<file path="src/rtl/sys_ctrl_pkg.sv">
// rtl/sys_ctrl_pkg.sv - shared command codes, operand addresses and decoder state encoding
package sys_ctrl_pkg;

  localparam logic [7:0] CMD_WR      = 8'hAA;
  localparam logic [7:0] CMD_RD      = 8'hBB;
  localparam logic [7:0] CMD_ALU_OP  = 8'hCC;
  localparam logic [7:0] CMD_ALU_NOP = 8'hDD;

  localparam int unsigned OPA_ADDR = 0;
  localparam int unsigned OPB_ADDR = 1;

  typedef enum logic [2:0] {
    ST_IDLE    = 3'd0,
    ST_WR_ADDR = 3'd1,
    ST_WR_DATA = 3'd2,
    ST_RD_ADDR = 3'd3,
    ST_OP_A    = 3'd4,
    ST_OP_B    = 3'd5,
    ST_ALU_FN  = 3'd6
  } rx_state_t;

endpackage

</file>
<file path="src/rtl/sys_ctrl_rx_decoder.sv">
// rtl/sys_ctrl_rx_decoder.sv - UART RX byte-frame decoder driving register-file and ALU strobes
module sys_ctrl_rx_decoder
  import sys_ctrl_pkg::*;
#(
  parameter int          DATA_WIDTH  = 8,
  parameter int          ADDR_WIDTH  = 4,
  parameter logic [15:0] TIMEOUT_CYC = 16'd50000
) (
  input  logic                  CLK,
  input  logic                  RST,
  input  logic [DATA_WIDTH-1:0] RX_P_DATA,
  input  logic                  RX_D_VLD,
  output logic [ADDR_WIDTH-1:0] Address,
  output logic [DATA_WIDTH-1:0] WrData,
  output logic                  WrEn,
  output logic                  RdEn,
  output logic [3:0]            ALU_FUN,
  output logic                  ALU_EN,
  output logic                  CLK_EN,
  output logic                  CMD_ERR
);

  rx_state_t             state, state_n;
  logic [ADDR_WIDTH-1:0] addr_lat, addr_lat_n;
  logic [15:0]           tmo_cnt, tmo_cnt_n;
  logic [ADDR_WIDTH-1:0] address_n;
  logic [DATA_WIDTH-1:0] wr_data_n;
  logic [3:0]            alu_fun_n;
  logic                  wr_en_n, rd_en_n, alu_en_n, clk_en_n, cmd_err_n;
  logic                  tmo_hit;

  // Timeout only matters mid-frame; an arriving byte always takes priority over expiry.
  assign tmo_hit = (TIMEOUT_CYC != 16'd0) && (state != ST_IDLE) &&
                   (tmo_cnt == TIMEOUT_CYC - 16'd1);

  // Register state, address latch, timeout counter and all outputs.
  always_ff @(posedge CLK) begin
    if (RST) begin
      state    <= ST_IDLE;
      addr_lat <= '0;
      tmo_cnt  <= '0;
      Address  <= '0;
      WrData   <= '0;
      WrEn     <= 1'b0;
      RdEn     <= 1'b0;
      ALU_FUN  <= '0;
      ALU_EN   <= 1'b0;
      CLK_EN   <= 1'b0;
      CMD_ERR  <= 1'b0;
    end else begin
      state    <= state_n;
      addr_lat <= addr_lat_n;
      tmo_cnt  <= tmo_cnt_n;
      Address  <= address_n;
      WrData   <= wr_data_n;
      WrEn     <= wr_en_n;
      RdEn     <= rd_en_n;
      ALU_FUN  <= alu_fun_n;
      ALU_EN   <= alu_en_n;
      CLK_EN   <= clk_en_n;
      CMD_ERR  <= cmd_err_n;
    end
  end

  // Decode the incoming byte against the current frame position; strobes default low, data holds.
  always_comb begin
    state_n    = state;
    addr_lat_n = addr_lat;
    tmo_cnt_n  = '0;
    address_n  = Address;
    wr_data_n  = WrData;
    alu_fun_n  = ALU_FUN;
    wr_en_n    = 1'b0;
    rd_en_n    = 1'b0;
    alu_en_n   = 1'b0;
    cmd_err_n  = 1'b0;

    if (RX_D_VLD) begin
      case (state)
        ST_IDLE: begin
          if (RX_P_DATA == DATA_WIDTH'(CMD_WR))           state_n = ST_WR_ADDR;
          else if (RX_P_DATA == DATA_WIDTH'(CMD_RD))      state_n = ST_RD_ADDR;
          else if (RX_P_DATA == DATA_WIDTH'(CMD_ALU_OP))  state_n = ST_OP_A;
          else if (RX_P_DATA == DATA_WIDTH'(CMD_ALU_NOP)) state_n = ST_ALU_FN;
          else                                            cmd_err_n = 1'b1;
        end
        ST_WR_ADDR: begin
          addr_lat_n = RX_P_DATA[ADDR_WIDTH-1:0];
          state_n    = ST_WR_DATA;
        end
        ST_WR_DATA: begin
          wr_en_n   = 1'b1;
          address_n = addr_lat;
          wr_data_n = RX_P_DATA;
          state_n   = ST_IDLE;
        end
        ST_RD_ADDR: begin
          rd_en_n   = 1'b1;
          address_n = RX_P_DATA[ADDR_WIDTH-1:0];
          state_n   = ST_IDLE;
        end
        ST_OP_A: begin
          wr_en_n   = 1'b1;
          address_n = ADDR_WIDTH'(OPA_ADDR);
          wr_data_n = RX_P_DATA;
          state_n   = ST_OP_B;
        end
        ST_OP_B: begin
          wr_en_n   = 1'b1;
          address_n = ADDR_WIDTH'(OPB_ADDR);
          wr_data_n = RX_P_DATA;
          state_n   = ST_ALU_FN;
        end
        ST_ALU_FN: begin
          alu_en_n  = 1'b1;
          alu_fun_n = RX_P_DATA[3:0];
          state_n   = ST_IDLE;
        end
        default: state_n = ST_IDLE;
      endcase
    end else if (state != ST_IDLE) begin
      if (tmo_hit) begin
        cmd_err_n = 1'b1;
        state_n   = ST_IDLE;
      end else if (TIMEOUT_CYC != 16'd0) begin
        tmo_cnt_n = tmo_cnt + 16'd1;
      end
    end

    // Gate stays open for the whole ALU frame, including the launch cycle itself.
    clk_en_n = (state_n == ST_OP_A) || (state_n == ST_OP_B) ||
               (state_n == ST_ALU_FN) || alu_en_n;
  end

endmodule

</file>
<file path="config.mk">
export PLATFORM = sky130hd
export DESIGN_NAME = sys_ctrl_rx_decoder
export DESIGN_NICKNAME = d
export VERILOG_FILES = /design/src/rtl/sys_ctrl_pkg.sv /design/src/rtl/sys_ctrl_rx_decoder.sv
export SDC_FILE = /design/constraint.sdc
export NUM_CORES = 1
export LEC_CHECK = 0
export CORE_MARGIN = 3
export CORE_UTILIZATION = 56
export DETAILED_ROUTE_END_ITERATION = 16
export PLACE_DENSITY = 0.82
export SLEW_MARGIN = 10
export SYNTH_ARGS = -nofsm -noshare
export SYNTH_HDL_FRONTEND = slang
export SYNTH_SLANG_ARGS = --single-unit
</file>
<file path="constraint.sdc">
create_clock -name CLK -period 3.5 [get_ports CLK]
set_input_delay 0.7 -clock CLK [delete_from_list [all_inputs] [get_ports CLK]]
set_output_delay 0.7 -clock CLK [all_outputs]
set_load 0.03 [all_outputs]
</file>
; ---- After elaboration in Yosys (flattened, before gate mapping)
; Cells that the tools add are included.
[classes]
addsub = 1
mul = 0
div = 0
magnitude_cmp = 0
eq_ne = 14
shift = 0
mux = 21
bitwise_logic = 2
reduce_logical = 14
[op_table]
columns = operator, n
row1 = $eq A8 B8 Y1 const B, 4
row2 = $mux W3, 7
row3 = $eq A3 B3 Y1 const B, 6
row4 = $add A16 B1 Y16 const B, 1
row5 = $eq A16 B16 Y1 const B, 1
row6 = $pmux W4 S4, 1
row7 = $mux W1, 12
row8 = $pmux W3 S4, 1
row9 = $reduce_and A2 Y1, 4
row10 = $eq A3 B2 Y1 const B, 2
row11 = $reduce_bool A4 Y1, 1
row12 = $reduce_or A4 Y1, 1
row13 = $eq A3 B1 Y1 const B, 1
row14 = $logic_not A3 Y1, 1
row15 = $logic_or A1 B1 Y1, 3
row16 = $reduce_bool A3 Y1, 1
row17 = $reduce_or A3 Y1, 1
row18 = $not A1 Y1, 2
row19 = $reduce_or A2 Y1, 1
row20 = $logic_and A1 B1 Y1, 1
[word_totals]
register_bits = 44
latchBits = 0
mem_bits_rw = 0
rom_bits = 0
elab_cells = 63
n_memories = 0

; ---- Depth between registers and ports, before layout
[logic_depth]
depth_word = 11
ltp_mapped = 7
mapped_depth_nobuf = 6

; ---- Worst setup path after synthesis
; OpenSTA, ideal clock, no wires.
[synth_path]
path_kind = input to register
start = input port RX_P_DATA[6]
end = register CLK_EN
setup_time_ns = 0.124
t_arrival_ns = 1.601
required_time_ns = 3.376
slack_ns = 1.775
cell_stages = 5
cell_sequence = nand4bb_1 > a2111oi_2 > a221oi_2 > o21ai_2 > o21ai_2
[synth_between]
elab_chain_len = 11
[synth_lines]
columns = element, line
row1 = from (decl), sys_ctrl_rx_decoder.sv:11  ; input logic [DATA_WIDTH-1:0] RX_P_DATA,
row2 = $eq A8 B8 Y1, sys_ctrl_rx_decoder.sv:84  ; else if (RX_P_DATA == DATA_WIDTH'(CMD_ALU_NOP)) state_n = ST_ALU_FN;
row3 = $mux W3, sys_ctrl_rx_decoder.sv:84
row4 = $mux W3, sys_ctrl_rx_decoder.sv:83  ; else if (RX_P_DATA == DATA_WIDTH'(CMD_ALU_OP)) state_n = ST_OP_A;
row5 = $mux W3, sys_ctrl_rx_decoder.sv:82  ; else if (RX_P_DATA == DATA_WIDTH'(CMD_RD)) state_n = ST_RD_ADDR;
row6 = $mux W3 *, sys_ctrl_rx_decoder.sv:81  ; if (RX_P_DATA == DATA_WIDTH'(CMD_WR)) state_n = ST_WR_ADDR;
row7 = $pmux W3 S4 *, sys_ctrl_rx_decoder.sv:79  ; case (state)
row8 = $mux W3 *, sys_ctrl_rx_decoder.sv:78  ; if (RX_D_VLD) begin
row9 = $eq A3 B3 Y1, sys_ctrl_rx_decoder.sv:131  ; clk_en_n = (state_n == ST_OP_A) || (state_n == ST_OP_B) ||
row10 = $logic_or A1 B1 Y1, sys_ctrl_rx_decoder.sv:131
row11 = $logic_or A1 B1 Y1 *, sys_ctrl_rx_decoder.sv:131
row12 = $logic_or A1 B1 Y1 *, sys_ctrl_rx_decoder.sv:132  ; (state_n == ST_ALU_FN) || alu_en_n;
row13 = to (signal assigned), sys_ctrl_rx_decoder.sv:60  ; CLK_EN <= clk_en_n;
row14 = to (decl), sys_ctrl_rx_decoder.sv:19  ; output logic CLK_EN,
; Every way passes the cells marked *; elsewhere a longest branch is shown, timed or not.
; A chain may end at the register's enable or synchronous reset.

; ---- Final worst setup path
[layout_path]
start = input port RX_D_VLD
end = register CLK_EN
[layout_between]
elab_chain_len = 5
[layout_lines]
columns = element, line
row1 = from (decl), sys_ctrl_rx_decoder.sv:12  ; input logic RX_D_VLD,
row2 = $mux W3, sys_ctrl_rx_decoder.sv:78
row3 = $eq A3 B3 Y1, sys_ctrl_rx_decoder.sv:131
row4 = $logic_or A1 B1 Y1 (2 in series), sys_ctrl_rx_decoder.sv:131
row5 = $logic_or A1 B1 Y1 *, sys_ctrl_rx_decoder.sv:132
; Marks and branches as above.

==> impl_results.md <==
* Buf/Inv on CP at 1
* Top delay family on crit path: buffers and inverters
* CP max FO at 11
* Clk sink count at 44
* First-pass GRT wire length at 7.04 mm
* Fmax at 457 MHz
* Critical Path RT at 3780 ps
* Seq/Total Area, Yosys at 45.4%
* CTS Hold Buffers Added at 0
* WL/cell at 14.0 um
* Placer Congestion at 0.804
* # Max-Cap Violations at 0
* Post-route DRC at 0
* Final min period at 2190 ps
* Syn_nets at 222
* Combinational power share at 5.3%
* Adder-cell area share of the yosys netlist at 0.644%
* Core Footprint at 3180 um^2
* Pwr Density at 342 nW/um^2
* Antenna-violating nets left at 0
* Critical path capture point type: flip-flop
* Post-Synth Simple-Gate Area at 25.1%
* TritonCTS clock tree: built
* Starting Density at 61.1%
* Vias per std cell at 5.54
* Hold WC Path Type: reg2reg
* RSZ-0062 raised after global routing: false
* Most common cell after layout, fill and taps aside: nor2_1
* Compound-gate portion of the synthesized area at 10.9%
* Vias in the first global route at 1,557
* Most frequent cells in the layout: nor2_1 (47), dfxtp_1 (44), clkdlybuf4s50_1 (31)
* Slew Limit Fails at 0
* Die Area at 4210 um^2
* Chip height at 64.9 um
* Clock network power share at 31.5%
* Worst-Skew Late Latency at 350 ps
* CP startpoint kind: input port
* Clock Tree Buf Depth at 2
* Worst EP arrival at 2470 ps
* Row cnt at 20
* Crit-path max cell delay at 700 ps
* TritonCTS Buffers at 5
* Maximum number of pins on one net before global-route repair at 28
* Number of DRC markers in iteration 0 at 76
* Initial antenna violation count at 0
* Ant. Diodes at 0
* P_int at 620 uW
* Status: complete, no violations
* Hpwl dp at 2.90 mm
* Die W at 64.9 um
* NetSw at 175 uW
* Crit-path cells: clkdlybuf4s50_1, or3b_1, nor4_1, o221a_2, o21ai_2, o21ai_2
* H-tree depth at 2
* Crit path kind: in2reg
* Port bufs at 31
* Share of layout cells above drive strength 1 at 7.08%
* Endpoints failing hold at 0
* Cells after synthesis at 210
* Most frequent CP cell: o21ai_2
* Area of the mapped netlist at 1940 um^2
* GRT Util Overall at 21.6%
* Initial DRT Pass Iterations at 4
* Postcts setup bufs at 0
* Gr ovfl total at 0
* Sequential power share at 63.2%
* Root buffer cell: clkbuf_4
* Area grow syn2layout at 19.8%
* Largest family of logic cells by synthesized area: simple AND/OR/NAND/NOR gates
* Mean Syn Cell Area at 9.25 um^2
* CTS clk-pin slew, worst paths at 120 ps
* Maximum vdd drop at 0.263 mV
* Reg2Reg Setup Slack at 1410 ps
* Final period util at 62.5%
* Worst slew pin tran at 977 ps
* Synth cell types at 40
* Leakage at 0.000884 uW
* Post-synthesis mux area share at 8.76%
* Slew HR at 34.4%
* Cts repair resizes at 0
* Post-synthesis xor/xnor area fraction at 6.31%
* Worst Clk Skew at 14.2 ps
* # IOs at 32
* Ys Warns at 0
* Setup TNS at 0 ps
* Final setup fails at 0
* Via count at 1,573
* Max stage delay cell, worst path: clkdlybuf4s50_1
* Routed wire length at 3.99 mm
* Nets at 251
* Placed Area at 2270 um^2
* Net Sw Frac at 22.0%
* Yosys reg bits at 44
* Cell area after layout at 2330 um^2
layer usage:
layer | up-vias | routed length (um) | share of wire (%) | GRT usage, %
met3 | 7 | 194 | 4.9 | 7.80
met2 | 38 | 1830 | 46 | 34.2
met4 | 0 | 46 | 1.2 | 6.60
met1 | 748 | 1920 | 48 | 27.3
li1 | 780 | - | - | -
met5 | - | 0 | 0 | 0
cell families (layout without fill, tap and decap cells):
kind of cell,count (synthesis),count (layout)
adder cells (fa/ha/maj),1,1
XOR/XNOR,14,14
flip-flops,44,44
buffers and inverters,13,43
AND/OR/NAND/NOR,95,95
multiplexers,17,17
AO/OA/AOI/OAI,26,26
Yosys cell counts:
master	n	area share, %
nor2_1	47	9.1
dfxtp_1	44	45
mux2i_1	17	8.8
nand2_1	10	1.9
xor2_1	10	4.5
a21oi_1	8	2.1
buf_2	7	1.8
nand3_1	7	1.8
and3_1	6	1.9
nand2b_1	5	1.6
a211oi_1	4	1.5
nand4_1	4	1.3
xnor2_1	4	1.8
clkbuf_1	3	0.58
inv_1	3	0.58
and2_1	2	0.64
and4bb_2	2	1.3
nand4bb_1	2	1.2
nor2b_1	2	0.64
o21a_1	2	0.77
o21ai_2	2	0.90
a2111oi_2	1	0.77
a221oi_1	1	0.45
a221oi_2	1	0.77
a22oi_1	1	0.39
a41oi_4	1	1.4
and4_1	1	0.45
ha_1	1	0.64
nand2_2	1	0.32
nor3_1	1	0.26
nor4_1	1	0.32
nor4b_4	1	1.2
o21ai_0	1	0.26
o21ai_1	1	0.26
o221a_2	1	0.58
o22ai_1	1	0.32
o31ai_1	1	0.39
or2_1	1	0.32
or3_1	1	0.32
or3b_1	1	0.45
sequential cells by signal, summed over array words and instances (netlist names):
signal,cells
tmo_cnt,16
WrData,8
ALU_FUN,4
Address,4
addr_lat,4
state,3
ALU_EN,1
CLK_EN,1
CMD_ERR,1
RdEn,1
WrEn,1
power by group through the flow:
stage | Clock, uW | Sequential (uW) | Combinational [uW]
floorplan | 0 | 516 | 18.0
detailed placement | 0 | 514 | 41.5
CTS | 257 | 503 | 41.5
global route | 280 | 503 | 45.1
finish | 250 | 503 | 41.9
global placement | 0 | 514 | 40.8
through the flow:
step	worst slack [ps]	total power, uW	util [%]	cells	hold WS, ps
2_1_floorplan	1770	534	-	210	426
3_3_place_gp	1040	555	71.4	276	440
3_5_place_dp	958	556	71.4	276	466
4_1_cts	1340	801	73.2	284	492
5_1_grt	1290	828	73.2	284	525
6_report	1310	795	73.2	284	486
cell type report:
type                       count  area, um^2
sequential                    44         881
fill                         253         851
inverter                       3        11.3
clock buffer                   8        58.8
timing repair buffer          32         318
tap                           44        55.1
multi-input combinational    153        1000
path summary, 6_finish.rpt:
check              from          to  depth (start not counted)
max            RX_D_VLD      CLK_EN                          6
min          tmo_cnt[0]  tmo_cnt[0]                          1
max reg2reg    state[0]   WrData[5]                          5
min reg2reg  tmo_cnt[0]  tmo_cnt[0]                          1
Note: power is estimated with default switching activity, not from simulation.
